[config.mk]
export PLATFORM = sky130hd
export DESIGN_NAME = wishbone_bus_mux_flat
export DESIGN_NICKNAME = d
export VERILOG_FILES = /design/src/rtl/wishbone_bus_mux_pkg.sv /design/src/rtl/wishbone_bus_mux_if.sv /design/src/rtl/wishbone_bus_mux_addr_decoder.sv /design/src/rtl/wishbone_bus_mux.sv /design/src/flat_wrapper.sv
export SDC_FILE = /design/constraint.sdc
export NUM_CORES = 1
export LEC_CHECK = 0
export CORE_AREA = 2 2 196 198
export DETAILED_ROUTE_END_ITERATION = 8
export DIE_AREA = 0 0 198 200
export GPL_ROUTABILITY_DRIVEN = 1
export PLACE_DENSITY = 0.48
export RECOVER_POWER = 25
export SETUP_SLACK_MARGIN = 0.2
export SYNTH_ARGS = -nofsm -noshare
export SYNTH_HDL_FRONTEND = slang
export SYNTH_HIERARCHICAL = 1
export SYNTH_SLANG_ARGS = --single-unit
[constraint.sdc]
create_clock -name clk_i -period 2.15 [get_ports clk_i]
set_input_delay 0.43 -clock clk_i [delete_from_list [all_inputs] [get_ports clk_i]]
set_output_delay 0.43 -clock clk_i [all_outputs]
set_load 0.005 [all_outputs]
[src/rtl/wishbone_bus_mux_pkg.sv]
// rtl/wishbone_bus_mux_pkg.sv - shared types and width helpers for the wishbone bus mux
package wishbone_bus_mux_pkg;

    typedef enum logic [1:0] {
        ST_IDLE,
        ST_BUSY,
        ST_ERR
    } mux_state_e;

    function automatic int clog2(input int value);
        int r;
        r = 0;
        while ((1 << r) < value) begin
            r = r + 1;
        end
        return r;
    endfunction

    // A one-entry index still needs a one-bit register.
    function automatic int sel_width(input int count);
        return (count > 1) ? clog2(count) : 1;
    endfunction

endpackage

[src/rtl/wishbone_bus_mux_if.sv]
// rtl/wishbone_bus_mux_if.sv - master side and slave fan-out signals of the wishbone bus mux
interface wishbone_bus_mux_if #(
    parameter int NUM_SLAVES = 4,
    parameter int ADDR_WIDTH = 32,
    parameter int DATA_WIDTH = 32
);
    logic [ADDR_WIDTH-1:0]            adr_o_master;
    logic [DATA_WIDTH-1:0]            dat_o_master;
    logic                             we_o_master;
    logic                             cyc_o_master;
    logic                             stb_o_master;
    logic [DATA_WIDTH-1:0]            dat_i_master;
    logic                             ack_i_master;
    logic                             err_i_master;

    logic [NUM_SLAVES*ADDR_WIDTH-1:0] adr_o_out;
    logic [NUM_SLAVES*DATA_WIDTH-1:0] dat_o_out;
    logic [NUM_SLAVES-1:0]            we_o_out;
    logic [NUM_SLAVES-1:0]            cyc_o_out;
    logic [NUM_SLAVES-1:0]            stb_o_out;
    logic [NUM_SLAVES*DATA_WIDTH-1:0] dat_i_in;
    logic [NUM_SLAVES-1:0]            ack_i_in;

    modport master (
        output adr_o_master, dat_o_master, we_o_master, cyc_o_master, stb_o_master,
        input  dat_i_master, ack_i_master, err_i_master
    );

    modport slave (
        input  adr_o_out, dat_o_out, we_o_out, cyc_o_out, stb_o_out,
        output dat_i_in, ack_i_in
    );

    modport mux (
        input  adr_o_master, dat_o_master, we_o_master, cyc_o_master, stb_o_master,
        output dat_i_master, ack_i_master, err_i_master,
        output adr_o_out, dat_o_out, we_o_out, cyc_o_out, stb_o_out,
        input  dat_i_in, ack_i_in
    );

endinterface

[src/rtl/wishbone_bus_mux_addr_decoder.sv]
// rtl/wishbone_bus_mux_addr_decoder.sv - combinational window decode of the master address
module wishbone_addr_decoder
    import wishbone_bus_mux_pkg::*;
#(
    parameter int                    NUM_SLAVES = 4,
    parameter int                    ADDR_WIDTH = 32,
    parameter logic [ADDR_WIDTH-1:0] BASE_ADDR  = '0,
    parameter int                    SPAN_LOG2  = 3,
    parameter int                    SEL_W      = sel_width(NUM_SLAVES)
) (
    input  logic [ADDR_WIDTH-1:0] adr,
    output logic [SEL_W-1:0]      index,
    output logic                  unmapped
);

    logic [ADDR_WIDTH:0] offset;
    logic [ADDR_WIDTH:0] limit;

    // The extra top bit catches addresses below the base instead of wrapping them.
    assign offset   = {1'b0, adr} - {1'b0, BASE_ADDR};
    assign limit    = (ADDR_WIDTH+1)'(NUM_SLAVES) << SPAN_LOG2;
    assign unmapped = offset[ADDR_WIDTH] | (offset >= limit);
    assign index    = offset[SPAN_LOG2 +: SEL_W];

endmodule

[src/rtl/wishbone_bus_mux.sv]
// rtl/wishbone_bus_mux.sv - one-to-N wishbone interconnect; WB_BUS_MUX_TIMEOUT_EN adds a slave ack timeout
module wishbone_bus_mux
    import wishbone_bus_mux_pkg::*;
#(
    parameter int                    NUM_SLAVES     = 4,
    parameter int                    ADDR_WIDTH     = 32,
    parameter int                    DATA_WIDTH     = 32,
    parameter logic [ADDR_WIDTH-1:0] BASE_ADDR      = '0,
    parameter int                    SPAN_LOG2      = 3,
    parameter int                    TIMEOUT_CYCLES = 255
) (
    input  logic            clk_i,
    input  logic            rst_n_i,
    wishbone_bus_mux_if.mux bus
);

    localparam int SEL_W = sel_width(NUM_SLAVES);

    mux_state_e            state_q, state_d;
    logic [SEL_W-1:0]      sel_q, sel_d;
    logic [SEL_W-1:0]      dec_index;
    logic                  dec_unmapped;
    logic                  sel_ack;
    logic                  tmo_hit;
    logic [DATA_WIDTH-1:0] slave_rdata [NUM_SLAVES];

    wishbone_addr_decoder #(
        .NUM_SLAVES (NUM_SLAVES),
        .ADDR_WIDTH (ADDR_WIDTH),
        .BASE_ADDR  (BASE_ADDR),
        .SPAN_LOG2  (SPAN_LOG2),
        .SEL_W      (SEL_W)
    ) u_decoder (
        .adr      (bus.adr_o_master),
        .index    (dec_index),
        .unmapped (dec_unmapped)
    );

    assign bus.adr_o_out = {NUM_SLAVES{bus.adr_o_master}};
    assign bus.dat_o_out = {NUM_SLAVES{bus.dat_o_master}};
    assign bus.we_o_out  = {NUM_SLAVES{bus.we_o_master}};

    for (genvar i = 0; i < NUM_SLAVES; i++) begin : g_rdata
        assign slave_rdata[i] = bus.dat_i_in[i*DATA_WIDTH +: DATA_WIDTH];
    end

    assign sel_ack = bus.ack_i_in[sel_q];

`ifdef WB_BUS_MUX_TIMEOUT_EN
    localparam int CNT_W = sel_width(TIMEOUT_CYCLES + 1);

    logic [CNT_W-1:0] tmo_cnt_q;

    assign tmo_hit = (tmo_cnt_q == CNT_W'(TIMEOUT_CYCLES));

    // Held at zero outside BUSY so every transfer starts its wait budget fresh.
    always_ff @(posedge clk_i or negedge rst_n_i) begin
        if (!rst_n_i) begin
            tmo_cnt_q <= '0;
        end else if (state_q != ST_BUSY) begin
            tmo_cnt_q <= '0;
        end else if (!sel_ack) begin
            tmo_cnt_q <= tmo_cnt_q + 1'b1;
        end
    end
`else
    localparam int unused_timeout_cycles = TIMEOUT_CYCLES;

    assign tmo_hit = 1'b0;
`endif

    always_ff @(posedge clk_i or negedge rst_n_i) begin
        if (!rst_n_i) begin
            state_q <= ST_IDLE;
            sel_q   <= '0;
        end else begin
            state_q <= state_d;
            sel_q   <= sel_d;
        end
    end

    always_comb begin
        state_d          = state_q;
        sel_d            = sel_q;
        bus.cyc_o_out    = '0;
        bus.stb_o_out    = '0;
        bus.ack_i_master = 1'b0;
        bus.err_i_master = 1'b0;
        bus.dat_i_master = '0;
        case (state_q)
            ST_IDLE: begin
                if (bus.cyc_o_master && bus.stb_o_master) begin
                    if (dec_unmapped) begin
                        state_d = ST_ERR;
                    end else begin
                        sel_d   = dec_index;
                        state_d = ST_BUSY;
                    end
                end
            end
            ST_BUSY: begin
                bus.cyc_o_out[sel_q] = bus.cyc_o_master;
                bus.stb_o_out[sel_q] = bus.stb_o_master;
                bus.ack_i_master     = sel_ack;
                bus.dat_i_master     = slave_rdata[sel_q];
                // A completing ack takes priority over a timeout in the same cycle.
                if (sel_ack || !bus.cyc_o_master) begin
                    state_d = ST_IDLE;
                end else if (tmo_hit) begin
                    state_d = ST_ERR;
                end
            end
            ST_ERR: begin
                bus.err_i_master = 1'b1;
                state_d          = ST_IDLE;
            end
            default: begin
                state_d = ST_IDLE;
            end
        endcase
    end

endmodule

[src/flat_wrapper.sv]
// flat-port wrapper written by rule: the top's interface ports become plain ports
module wishbone_bus_mux_flat import wishbone_bus_mux_pkg::*;
#(
    parameter int                    NUM_SLAVES     = 4,
    parameter int                    ADDR_WIDTH     = 32,
    parameter int                    DATA_WIDTH     = 32,
    parameter logic [ADDR_WIDTH-1:0] BASE_ADDR      = '0,
    parameter int                    SPAN_LOG2      = 3,
    parameter int                    TIMEOUT_CYCLES = 255
)
  (clk_i, rst_n_i, bus_adr_o_master, bus_dat_o_master, bus_we_o_master, bus_cyc_o_master, bus_stb_o_master, bus_dat_i_master, bus_ack_i_master, bus_err_i_master, bus_adr_o_out, bus_dat_o_out, bus_we_o_out, bus_cyc_o_out, bus_stb_o_out, bus_dat_i_in, bus_ack_i_in);
  wishbone_bus_mux_if #(.NUM_SLAVES(NUM_SLAVES), .ADDR_WIDTH(ADDR_WIDTH), .DATA_WIDTH(DATA_WIDTH)) bus_i ();
  input  logic clk_i;
  input  logic rst_n_i;
  input wire logic [$bits(bus_i.adr_o_master)-1:0] bus_adr_o_master;
  input wire logic [$bits(bus_i.dat_o_master)-1:0] bus_dat_o_master;
  input wire logic [$bits(bus_i.we_o_master)-1:0] bus_we_o_master;
  input wire logic [$bits(bus_i.cyc_o_master)-1:0] bus_cyc_o_master;
  input wire logic [$bits(bus_i.stb_o_master)-1:0] bus_stb_o_master;
  output wire logic [$bits(bus_i.dat_i_master)-1:0] bus_dat_i_master;
  output wire logic [$bits(bus_i.ack_i_master)-1:0] bus_ack_i_master;
  output wire logic [$bits(bus_i.err_i_master)-1:0] bus_err_i_master;
  output wire logic [$bits(bus_i.adr_o_out)-1:0] bus_adr_o_out;
  output wire logic [$bits(bus_i.dat_o_out)-1:0] bus_dat_o_out;
  output wire logic [$bits(bus_i.we_o_out)-1:0] bus_we_o_out;
  output wire logic [$bits(bus_i.cyc_o_out)-1:0] bus_cyc_o_out;
  output wire logic [$bits(bus_i.stb_o_out)-1:0] bus_stb_o_out;
  input wire logic [$bits(bus_i.dat_i_in)-1:0] bus_dat_i_in;
  input wire logic [$bits(bus_i.ack_i_in)-1:0] bus_ack_i_in;
  assign bus_i.adr_o_master = bus_adr_o_master;
  assign bus_i.dat_o_master = bus_dat_o_master;
  assign bus_i.we_o_master = bus_we_o_master;
  assign bus_i.cyc_o_master = bus_cyc_o_master;
  assign bus_i.stb_o_master = bus_stb_o_master;
  assign bus_dat_i_master = bus_i.dat_i_master;
  assign bus_ack_i_master = bus_i.ack_i_master;
  assign bus_err_i_master = bus_i.err_i_master;
  assign bus_adr_o_out = bus_i.adr_o_out;
  assign bus_dat_o_out = bus_i.dat_o_out;
  assign bus_we_o_out = bus_i.we_o_out;
  assign bus_cyc_o_out = bus_i.cyc_o_out;
  assign bus_stb_o_out = bus_i.stb_o_out;
  assign bus_i.dat_i_in = bus_dat_i_in;
  assign bus_i.ack_i_in = bus_ack_i_in;
  wishbone_bus_mux #(.NUM_SLAVES(NUM_SLAVES), .ADDR_WIDTH(ADDR_WIDTH), .DATA_WIDTH(DATA_WIDTH), .BASE_ADDR(BASE_ADDR), .SPAN_LOG2(SPAN_LOG2), .TIMEOUT_CYCLES(TIMEOUT_CYCLES)) u_core (.clk_i(clk_i), .rst_n_i(rst_n_i), .bus(bus_i));
endmodule
==> impl_results.md <==
- Status: finished, violations left
- Violated checks: negative setup slack
- Yosys warning count: 6
- Setup_tns: -1.03 ns
- Stages on the worst setup path: 6
- Reg2reg start: u_core/sel_q[0]
- Clock transition at path regs: 0.03 ns
- Vias: 2663
- CTS tree: yes
- CP max-delay cell: mux4_2
- Max Cap Viol: 0
- Setup ws final: -0.0700 ns
- Worst VDD drop: 218 µV
- Synth Net Count: 574
- CTS max path bufs: 2
- H-tree depth: 1
- Final Setup Violations: 27
- Antenna violations before repair: 2
- Chip height: 200 µm
- Critical path peak fanout: 7
- P_leak: 0.00222 µW
- Gpl congestion: 0.735
- Flops & latches, synth: 4
- Clock Sinks: 4
- Initial Utilization: 8.70%
- Highest Clock Rate: 0.450 GHz
- Design area: 5900 µm²
- DRC violations left: 0
- GRT Total Usage: 6.24%
- Drt pass-1 iters: 4
- Reg2Reg Capture Point: u_core/state_q[0]
- Final Core Density: 15.8%
- Mapped Cells: 373
- CP endpoint kind: primary output
- Worst-margin pin slew: 0.239 ns
- Seq/Total Area, Yosys: 3.08%
- Clk_lat worst skew: 0.23 ns
- Chip Width: 198 µm
- Layout cells sized above 1: 36.5%
- Hold Slack: 0.480 ns
- WP data arrival: 1.79 ns
- Initial DRC count: 54
- Fin. max-slew vios: 0
- CORE AREA: 37400 µm²
- Worst slack, placed: -0.566 ns
- Final setup skew: 0.00398 ns
- GRT Residual Overflow: 0
- Vias in the first global route: 2825
- Crit Path Category: register to primary output
- Hold buffers post-CTS: 0
- IO buf count: 322
- CP top delay family: buffers and inverters
- Global-route wire length before repair: 18300 µm
- Final wirelength: 14000 µm
- Setup crit start: u_core/sel_q[0]
- # fillers: 4239
- Netlist Area Pre-Place: 3250 µm²
- Area Growth Syn to Fin: 81.2%
- CTS buffer count: 3
- Cell Rows: 71
- Crit path largest cell delay: 0.48 ns
- RSZ-0062 raised after global routing: true
- Placed instance area: 5460 µm²
- Hold Violations, Final: 0
- PD cells: 177 nW/µm²
- Startpoint Class: register
- Crit path buf inv count: 4
- Reg-to-reg slack, setup: 0.75 ns
- R2r worst-path depth: 4
- Cell-by-cell trace of the critical path: buf_12, buf_12, buf_6, mux4_2, and2_4, buf_6
- I/O pin cnt: 503
- Root Buffer Master: clkbuf_16
- Die area: 39600 µm²
- Final min period: 2.22 ns
- # nets final: 692
- Routed length per instance: 14.0 µm
- Required time at the worst-slack endpoint: 1.72 ns
- Commonest cells after routing, fill and taps aside: clkdlybuf4s50_1, buf_6, buf_4
- Pin count of the biggest net entering global routing: 32
- Worst hold path type: input pin to asynchronous set/reset pin
- Remaining antenna violation count: 0
- Avg Inst Size Synth: 8.72 µm²
- Synth cell types: 19
- Slew margin rel.: 83.8%
- Detailed Place HPWL: 12000 µm
- Commonest non-fill, non-tap cell in the layout: clkdlybuf4s50_1
- Fin crit share: 103%
- Vias per cell: 2.66
## state kept, by name, indices dropped and copies added (netlist names)
register and count:
u_core/sel_q 2, u_core/state_q 2
## stage by stage
step | total power [µW] | std cells
global placement | 759 | 974
floorplan | 522 | 373
detailed placement | 762 | 974
CTS | 1050 | 999
finish | 1050 | 1002
global route | 1090 | 1001
## cells by family after synthesis
| logic type | after synthesis | synth area share [%] |
|---|---|---|
| AOI/OAI and AO/OA | 1 | 0.231 |
| buffers and inverters | 273 | 62.3 |
| DFF | 4 | 3.08 |
| muxes | 35 | 23.5 |
| and+or+nand+nor | 60 | 10.8 |
## area by class of cell
cell class,instances,area (µm²),area share (%)
Timing Repair Buffer,386,3810,64.6
Multi-Input combinational cell,96,1260,21.4
Tap cell,511,639,10.8
Sequential cell,4,103,1.74
Clock buffer,4,78.8,1.34
Antenna cell,1,2.50,0.0424
## how the worst max path moves through the flow
stage	end	slack (ns)
final	bus_dat_i_master[21]	-0.07
after global routing	bus_dat_i_master[14]	-0.13
after CTS	bus_dat_i_master[21]	-0.09
after detailed placement	u_core/sel_q[0]	-0.57
after global placement	u_core/sel_q[0]	-0.63
after floorplan	u_core/sel_q[0]	0.33
## power by group
part	internal, µW	switching, µW	total, µW
Sequential	76.8	1.70	78.5
Clock	245	53.0	298
Combinational	497	172	669
Total	819	227	1050
## worst register-to-register path, cell delays in order, from the launching register on
cell and delay (ns):
dfrtp_2 0.39, buf_8 0.16, mux4_2 0.52, buf_4 0.15, o21bai_1 0.10
## layer usage
metal | GRT usage [%] | vias up | routed length (µm)
met4 | 1.64 | 2 | 168
met1 | 7.22 | 1240 | 5200
met2 | 10.4 | 187 | 7020
li1 | - | 1208 | -
met3 | 2.92 | 26 | 1640
met5 | 0 | - | 9
## what timing repair did
action	4_1_cts	5_1_grt
buffers inserted	20	2
gates resized for setup	249	43
endpoints found under the setup margin	153	39
gates cloned	1	0
pin swaps	36	3
## synth_stat cells (all sizes together)
library cell,number,area share [%]
nor3,3,0.46
and4,1,0.27
and2,33,6.3
o21bai,1,0.23
nor2b,2,0.38
nor4,7,1.3
clkbuf,3,0.35
nand2b,2,0.38
nor2,6,0.69
mux2,2,0.69
nor4b,1,0.27
buf,270,62
nand2,4,0.46
nand4,1,0.19
dfrtp,4,3.1
mux4,33,23
Power figures use the tool's default switching activity.
